==> src/rtl/imem_boot.sv <==
// Loadable instruction memory for the MIPS core.
// After reset a program is streamed in over the load port. Once the last word
// is written (or the array is full), the block serves registered fetches.
// A fetch that is misaligned or beyond the loaded program returns NOP_WORD
// and raises fault.
//
// state | meaning
// ------+-------------------------------------------------------------
// LOAD  | accepting program words; fetches ignored (reset state)
// RUN   | memory read-only; fetches served; left only through reset
module imem_boot #(
  parameter int                DATA_W   = 32,
  parameter int                DEPTH    = 32,
  parameter logic [DATA_W-1:0] NOP_WORD = '0,
  localparam int               IDX_W    = $clog2(DEPTH)
) (
  input  logic              clk,
  input  logic              rst,
  input  logic              load_valid,
  input  logic [DATA_W-1:0] load_data,
  input  logic              load_last,
  output logic              load_ready,
  output logic [IDX_W:0]    words_loaded,
  input  logic              fetch_req,
  input  logic [31:0]       pc,
  input  logic              hold,
  output logic [DATA_W-1:0] ins,
  output logic              ins_valid,
  output logic              fault
);

  typedef enum logic {LOAD, RUN} state_t;

  state_t            state, state_nxt;
  logic [IDX_W:0]    cnt_nxt;
  logic              wr_en;
  logic              accept;
  logic              fetch_fault;
  logic [IDX_W-1:0]  wr_idx;
  logic [IDX_W-1:0]  rd_idx;
  logic [29:0]       word_addr;
  logic [DATA_W-1:0] mem [DEPTH];

  assign load_ready = (state == LOAD);

  // While loading, the stored-word count doubles as the write pointer.
  assign wr_idx    = words_loaded[IDX_W-1:0];
  assign word_addr = pc[31:2];
  assign rd_idx    = pc[IDX_W+1:2];

  // The range check uses the whole word address, so pcs that alias into
  // the array above DEPTH still fault.
  assign fetch_fault = (pc[1:0] != 2'b00) || (word_addr >= 30'(words_loaded));

  // Next-state, load write enable, word count and fetch acceptance.
  always_comb begin
    state_nxt = state;
    cnt_nxt   = words_loaded;
    wr_en     = 1'b0;
    accept    = 1'b0;
    case (state)
      LOAD: begin
        if (load_valid) begin
          wr_en = 1'b1;
          if (words_loaded != (IDX_W+1)'(DEPTH))
            cnt_nxt = words_loaded + 1'b1;
          if (load_last || (wr_idx == IDX_W'(DEPTH - 1)))
            state_nxt = RUN;
        end
      end
      RUN: begin
        accept = fetch_req && !hold;
      end
    endcase
  end

  // State and word-count registers.
  always_ff @(posedge clk or negedge rst) begin
    if (!rst) begin
      state        <= LOAD;
      words_loaded <= '0;
    end else begin
      state        <= state_nxt;
      words_loaded <= cnt_nxt;
    end
  end

  // Program storage; deliberately not cleared by reset.
  always_ff @(posedge clk) begin
    if (wr_en)
      mem[wr_idx] <= load_data;
  end

  // Registered fetch result; hold freezes all three outputs.
  always_ff @(posedge clk or negedge rst) begin
    if (!rst) begin
      ins       <= NOP_WORD;
      ins_valid <= 1'b0;
      fault     <= 1'b0;
    end else if (!hold) begin
      if (accept) begin
        ins       <= fetch_fault ? NOP_WORD : mem[rd_idx];
        fault     <= fetch_fault;
        ins_valid <= 1'b1;
      end else begin
        ins_valid <= 1'b0;
      end
    end
  end

endmodule

==> config.mk <==
export PLATFORM = sky130hd
export DESIGN_NAME = imem_boot
export DESIGN_NICKNAME = d
export VERILOG_FILES = /design/src/rtl/imem_boot.sv
export SDC_FILE = /design/constraint.sdc
export NUM_CORES = 1
export LEC_CHECK = 0
export CORE_ASPECT_RATIO = 0.75
export CORE_MARGIN = 3
export CORE_UTILIZATION = 50
export DETAILED_ROUTE_END_ITERATION = 6
export PLACE_DENSITY = 0.67
export SLEW_MARGIN = 40
export SYNTH_ARGS = -nofsm -noshare
export SYNTH_HDL_FRONTEND = slang
export SYNTH_SLANG_ARGS = --single-unit
==> constraint.sdc <==
create_clock -name clk -period 3.3 [get_ports clk]
set_input_delay 0.33 -clock clk [delete_from_list [all_inputs] [get_ports clk]]
set_output_delay 0.33 -clock clk [all_outputs]
set_load 0.01 [all_outputs]
==> results of run 1 <==
metrics by stage:
stage	area, sq um	total power, mW	std cells
4_1_cts	47330	27.54	3162
2_1_floorplan	41100	15.77	1814
6_report	47260	27.29	3163
5_1_grt	47260	28.14	3163
3_5_place_dp	44060	16.20	2976
3_3_place_gp	44120	16.18	2975
path summary, 6_finish.rpt:
check	to	cells past startpoint	slack [ns]
max	ins[15]$_DFFE_PN0P_	7	0.58
min	mem[31][18]$_DFFE_PP_	1	0.15
max reg2reg	ins[15]$_DFFE_PN0P_	7	0.58
min reg2reg	ins_valid$_DFFE_PN0N_	2	0.50
max in group asynchronous	ins[30]$_DFFE_PN0P_	3	2.29
min in group asynchronous	ins[12]$_DFFE_PN0P_	2	0.17
power groups by stage:
stage	Combinational, mW	Clock (mW)	Sequential, mW
global route	1.17	12.2	14.8
floorplan	0.674	0	15.1
detailed placement	1.10	0	15.1
global placement	1.08	0	15.1
CTS	1.10	11.6	14.8
finish	1.07	11.4	14.8
flip-flops by register name, summed over array words and instances, names as in the netlist:
register and cells:
fault 1, ins 32, ins_valid 1, mem 1024
state 1, words_loaded 6
metal layers:
layer / GRT usage / vias to the layer above / routed length [um]
met5: 0 / - / 9
met1: 0.3383 / 10430 / 41000
met3: 0.03312 / 124 / 6097
met4: 0.05563 / 2 / 2008
li1: - / 8047 / -
met2: 0.3403 / 709 / 43390
layout make-up:
type | instances | area, sq um
clock buffer | 131 | 2670
inverter | 9 | 33.78
tap | 1058 | 1324
sequential | 1065 | 31780
antenna | 1 | 2.502
clock inverter | 54 | 590.6
multi-input combinational | 647 | 9014
fill | 5744 | 33710
timing repair buffer | 198 | 1849
critical path, cell delays in order (launching register included):
cell      delay (ns)
dfrtp_1         0.49
inv_1           0.17
ha_1            0.32
nand2_1         0.09
a311oi_2        0.58
nor4_4          0.13
nand2_2         0.59
o21ai_1         0.18
cell families after synthesis:
logic type                 Yosys count
adders and majority gates           11
xor gates and xnor gates             3
buffers and inverters              102
and+or+nand+nor                    114
muxes                              418
DFF                               1065
AOI/OAI and AO/OA                  101
timing repair:
action | 4_1_cts | 5_1_grt
buffers inserted | 0 | 0
endpoints found under the hold margin | 19 | 0
hold buffers | 1 | 0
setup endpoints to repair | 0 | 0
cells in the final DEF (no fill, tap or decap), drive strengths merged, types with 2 or more instances in the layout:
cell           count
nor4               9
dfrtp             41
xnor2              3
nor3               2
clkdlybuf4s50     73
edfxtp          1024
mux2i            128
nand2b             2
a22oi             32
o21ai             34
nand2             16
clkinv            34
mux2              34
buf              123
mux4             256
nor2              68
a21oi             33
nand4              4
inv               13
ha                11
clkbuf           132
nand3              7
clkinvlp           5
bufinv            11
==> results.md, run 1 <==
- Status: completed
- Pre-CTS setup slack: 0.4003 ns
- Total net switching power: 5.438 mW
- Area grow syn2layout: 14.97%
- Post-synthesis sequential area ratio: 0.7730
- Syn nets: 1,895
- Insertion delay to the later sink of the worst-skew pair: 0.66 ns
- Vias in the first global route: 19,790
- DRT iter0 DRCs: 2,140
- Top cells by area, synth: edfxtp_1 (75%), mux4_2 (14%), mux2i_1 (3.1%)
- Final hold slack: 0.1501 ns
- Die Y: 254.3 um
- Total number of vias: 19,310
- Synthesized-area fraction occupied by and/or/nand/nor cells: 0.01394
- Kind of start point of the critical path: flip-flop
- Post-CTS Resized: 0
- Slew @ Worst Pin: 0.7535 ns
- Core box area: 80,970 sq um
- Worst Path Arrival: 3.22 ns
- Multiplexer area fraction after synthesis: 0.1808
- Fin. Hold Viols: 0
- Reg2reg start: words_loaded[4]$_DFFE_PN0P_
- Fraction of the mapped netlist area in compound gates: 0.01455
- Max FO, Critical Path: 19
- Final nets: 2,100
- Root buffer cell: clkbuf_16
- Setup TNS: 0 ns
- Yosys warnings: 0
- Total grt overflow: 0
- Reg power frac: 0.542
- DRT Pass-1 Iters: 5
- Worst VDD drop: 0.0003990 V
- Power density over cell area: 577.5 nW/um^2
- Flops & latches, synth: 1,065
- H-Tree Level Count: 3
- Crit Path Category: reg2reg
- Unique masters post-synth: 36
- Tcrit/Tclk final: 0.8237
- Post-synth EDFFs: 1,024
- Clk_skew: 0.02119 ns
- Synth top area share: 0.7481
- Dominant cell type by area after synthesis: edfxtp_1
- Largest family of logic cells by synthesized area: multiplexers
- Synth Area in XOR/XNOR: 0.0006392
- Via/cell ratio: 6.105
- Hold WC Path Type: in2reg
- Die area: 85,720 sq um
- IO Count: 111
- Die span in x: 337.1 um
- Routability Congestion: 0.7818
- CP required: 3.80 ns
- Global-route wire length before repair: 136,000 um
- Clk sinks: 1,065
- Antenna-violating nets left: 0
- Initial antenna violation count: 4
- Min Tclk post-route: 2.718 ns
- Synth cell count leaders: edfxtp_1 (1,024), mux4_2 (256), mux2i_1 (128)
- GRT Overall Usage: 0.2210
- Ys flop type: edfxtp_1
- Top-count cell post-synth: edfxtp_1
- Syn avg cell area: 22.66 sq um
- Internal: 21.85 mW
- Worst-case clock buffer depth: 3
- CTS tree: built
- Max Cap Viol: 0
- DP HPWL: 51,100 um
- Critical Path Sink Type: flip-flop
- Placement row count: 90
- Final Core Density: 0.5837
- Wire length per cell: 29.24 um
- Max Freq: 367.9 MHz
- Synth Cell Area: 41,100 sq um
- Leakage: 15.21 nW
- Logic gate share of total power: 0.039
- Synth Area in Adders: 0.003348
- Drt total wl: 92,500 um
- Largest net degree at the start of global routing: 87
- Starting density of the core: 0.5077
- Slew HR: 0.4959
- Final WS setup: 0.5816 ns
- Slew Limit Fails: 0
- Fraction of layout instances using a drive strength above 1: 0.2842
- CP startpoint: words_loaded[4]$_DFFE_PN0P_
- CTS Buf Count: 98
- Post-synth ARST share: 0.03850
- RSZ-0062 raised after global routing: false
- Sw Share: 0.1992
- HP Start: load_data[18]
- Clock power share: 0.418
- Cells after Synth: 1,814
- IO buf count: 110
- DRC: 0
- # setup viols final: 0
- Clock-pin slew on the worst setup and hold paths: 0.06 ns
(Power assumes the default switching activity.)
==> run 2: changes to the inputs <==
PLACE_DENSITY = 0.69   (was 0.67)
clock period = 2.3 ns   (was 3.3 ns; I/O delays follow)
==> run 2 against run 1 <==
Effect of this change:
- via count rose by 3.6%
- fmax rose by 25%
- power rose by 45%
- combinational power rose by 63%
- clock skew rose by 0.0093 ns
- utilization rose by 2.1 points
- die area did not move
- sequential share of layout area fell by 2.3 points
- hold slack got worse by 0.036 ns
- critical path depth rose by 3
- setup slack got worse by 0.46 ns
- register-to-register slack got worse by 0.46 ns
- critical endpoint is now ins[14]$_DFFE_PN0P_
- largest power group unchanged
==> results.md, run 2 (synthesis gave the netlist of run 1 again) <==
- RSZ-0062 raised after global routing: false (unchanged)
- Worst Path Arrival: 2.76 ns (was 3.22 ns)
- Fin. Hold Viols: 0 (unchanged)
- Pre-CTS setup slack: -0.1260 ns (was 0.4003 ns)
- Clock-pin slew on the worst setup and hold paths: 0.07 ns (was 0.06 ns)
- Post-Layout Cell Count: 3,250 (was 3,163)
- Slew @ Worst Pin: 0.5824 ns (was 0.7535 ns)
- H-Tree Level Count: 3 (unchanged)
- Antenna-violating nets left: 0 (unchanged)
- Initial antenna violation count: 1 (was 4)
- Diodes inserted: 0 (was 1)
- Clk_skew: 0.03049 ns (was 0.02119 ns)
- Slew Limit Fails: 0 (unchanged)
- Most frequent cells in the layout: edfxtp_1 (1,024), mux4_2 (256), mux2i_1 (128), clkdlybuf4s50_1 (105), clkbuf_16 (101) (was edfxtp_1 (1,024), mux4_2 (256), mux2i_1 (128), clkbuf_16 (101), clkdlybuf4s50_1 (73))
- Final WS setup: 0.1256 ns (was 0.5816 ns)
- IO Count: 111 (unchanged)
- Root buffer cell: clkbuf_16 (unchanged)
- Die span in x: 337.1 um (unchanged)
- DP HPWL: 56,000 um (was 51,100 um)
- Min Tclk post-route: 2.174 ns (was 2.718 ns)
- Area grow syn2layout: 19.13% (was 14.97%)
- Setup TNS: 0 ns (unchanged)
- Global-route wire length before repair: 141,500 um (was 136,000 um)
- Slew HR: 0.6106 (was 0.4959)
- Max Cap Viol: 0 (unchanged)
- Tcrit/Tclk final: 0.9454 (was 0.8237)
- Max reg flops: 1,024 (unchanged)
- # setup viols final: 0 (unchanged)
- Reg with most FFs: mem (unchanged)
- DRT iter0 DRCs: 2,466 (was 2,140)
- Routability Congestion: 0.7753 (was 0.7818)
- Fraction of layout instances using a drive strength above 1: 0.3029 (was 0.2842)
- CTS Buf Count: 98 (unchanged)
- Final nets: 2,190 (was 2,100)
- Starting density of the core: 0.5077 (unchanged)
- Die Y: 254.3 um (unchanged)
- DRT Pass-1 Iters: 5 (unchanged)
- DRC: 0 (unchanged)
- GRT Overall Usage: 0.2298 (was 0.2210)
- Max Freq: 459.9 MHz (was 367.9 MHz)
- Placement row count: 90 (unchanged)
- Crit Path Category: reg2reg (unchanged)
- Kind of start point of the critical path: flip-flop (unchanged)
- Vias in the first global route: 20,230 (was 19,790)
- CP required: 2.88 ns (was 3.80 ns)
- Post-CTS Resized: 0 (unchanged)
- Power density over cell area: 807.8 nW/um^2 (was 577.5 nW/um^2)
- Die area: 85,720 sq um (unchanged)
- Post-Place Cells: 3,062 (was 2,976)
- Drt total wl: 96,520 um (was 92,500 um)
- Final Core Density: 0.6048 (was 0.5837)
- Worst VDD drop: 0.0005935 V (was 0.0003990 V)
- Insertion delay to the later sink of the worst-skew pair: 0.67 ns (was 0.66 ns)
- Most common cell after layout, fill and taps aside: edfxtp_1 (unchanged)
- Leakage: 15.91 nW (was 15.21 nW)
- Filler Cell Count: 5,504 (was 5,744)
- Most frequent CP cell: buf_12
- Core box area: 80,970 sq um (unchanged)
- Max incr delay on CP: 0.35 ns (was 0.59 ns)
- Post-route cell area: 48,970 sq um (was 47,260 sq um)
- Total grt overflow: 0 (unchanged)
- Critical Path Sink Type: flip-flop (unchanged)
- CP max stage cell: dfrtp_1 (was nand2_2)
- Top flop regs: mem (1024), ins (32), words_loaded (6) (unchanged)
- CTS tree: built (unchanged)
- Via/cell ratio: 6.156 (was 6.105)
- Max FO, Critical Path: 10 (was 19)
- Wire length per cell: 29.70 um (was 29.24 um)
- Largest net degree at the start of global routing: 76 (was 87)
- Total number of vias: 20,010 (was 19,310)
- Hold WC Path Type: in2reg (unchanged)
- Worst-case clock buffer depth: 3 (unchanged)
- IO buf count: 110 (unchanged)
- Post-DP Area: 45,570 sq um (was 44,060 sq um)
- Crit-path cells: inv_1, ha_1, a21oi_1, o211ai_1, buf_4, nor4_4, buf_12, buf_12, a22oi_1, o21ai_1 (was inv_1, ha_1, nand2_1, a311oi_2, nor4_4, nand2_2, o21ai_1)
- Status: completed (unchanged)
- Clk sinks: 1,065 (unchanged)
## run 2: cell types whose count changed in the layout (fill, tap and decap cells not counted), moves of 10 or more
cell | previous run | this run
buf_4 | 70 | 92
buf_2 | 32 | 1
clkbuf_1 | 27 | 17
buf_12 | 17 | 82
clkdlybuf4s50_1 | 73 | 105
## run 2: layout make-up
cell class / instances / area, sq um / area share
flip-flops and latches: 1065 / 31780 / 0.6489
inverters: 9 / 33.78 / 0.0006899
multi-input cells: 647 / 9014 / 0.1841
clock buffers: 122 / 2635 / 0.05381
repair buffers: 288 / 3498 / 0.07144
clock inverters: 61 / 686.9 / 0.01403
well taps: 1058 / 1324 / 0.02703
## run 2: where the power goes
part | internal [mW] | switching [mW]
logic | 0.806 | 0.936
registers | 21.2 | 0.000955
clock network | 9.55 | 7.02
total | 31.6 | 7.96
## run 2: layer usage
layer,up-vias,global-route usage,share of wire
met5,-,0,0
met4,0,0.05463,0.021
met3,141,0.04201,0.086
met2,881,0.3533,0.47
met1,10740,0.3480,0.42
li1,8244,-,-
## run 2: path summary, 6_finish.rpt
path / startpoint / to / slack, ns / depth (start not counted)
max in group asynchronous: rst / ins[11]$_DFFE_PN0P_ / 0.72 / 4
worst min register to register: ins_valid$_DFFE_PN0N_ / ins_valid$_DFFE_PN0N_ / 0.50 / 2
min in group asynchronous: rst / ins[9]$_DFFE_PN0P_ / 0.55 / 3
worst min-delay path: pc[4] / ins[0]$_DFFE_PN0P_ / 0.11 / 3
worst max register to register: words_loaded[3]$_DFFE_PN0P_ / ins[14]$_DFFE_PN0P_ / 0.13 / 10
worst max-delay path: words_loaded[3]$_DFFE_PN0P_ / ins[14]$_DFFE_PN0P_ / 0.13 / 10
## run 2: critical path, delay by kind of cell (launching register included)
kind / cells / cell delay (ns)
simple gates: 1 / 0.29
flops: 1 / 0.35
fa+ha+maj: 1 / 0.30
compound gates: 4 / 0.52
buf+inv: 4 / 0.61
## run 2: through the flow
step | hold slack (ns) | total power, mW
floorplan | -0.06559 | 22.63
global placement | 0.1800 | 23.36
detailed placement | 0.1865 | 23.40
CTS | 0.06386 | 39.86
global route | 0.1280 | 40.75
finish | 0.1141 | 39.56
## run 2: timing repair
item                                    4_1_cts  5_1_grt
hold endpoints to repair                     41        0
endpoints found under the setup margin        0       17
buffers inserted                              0        1
hold buffers                                  3        0
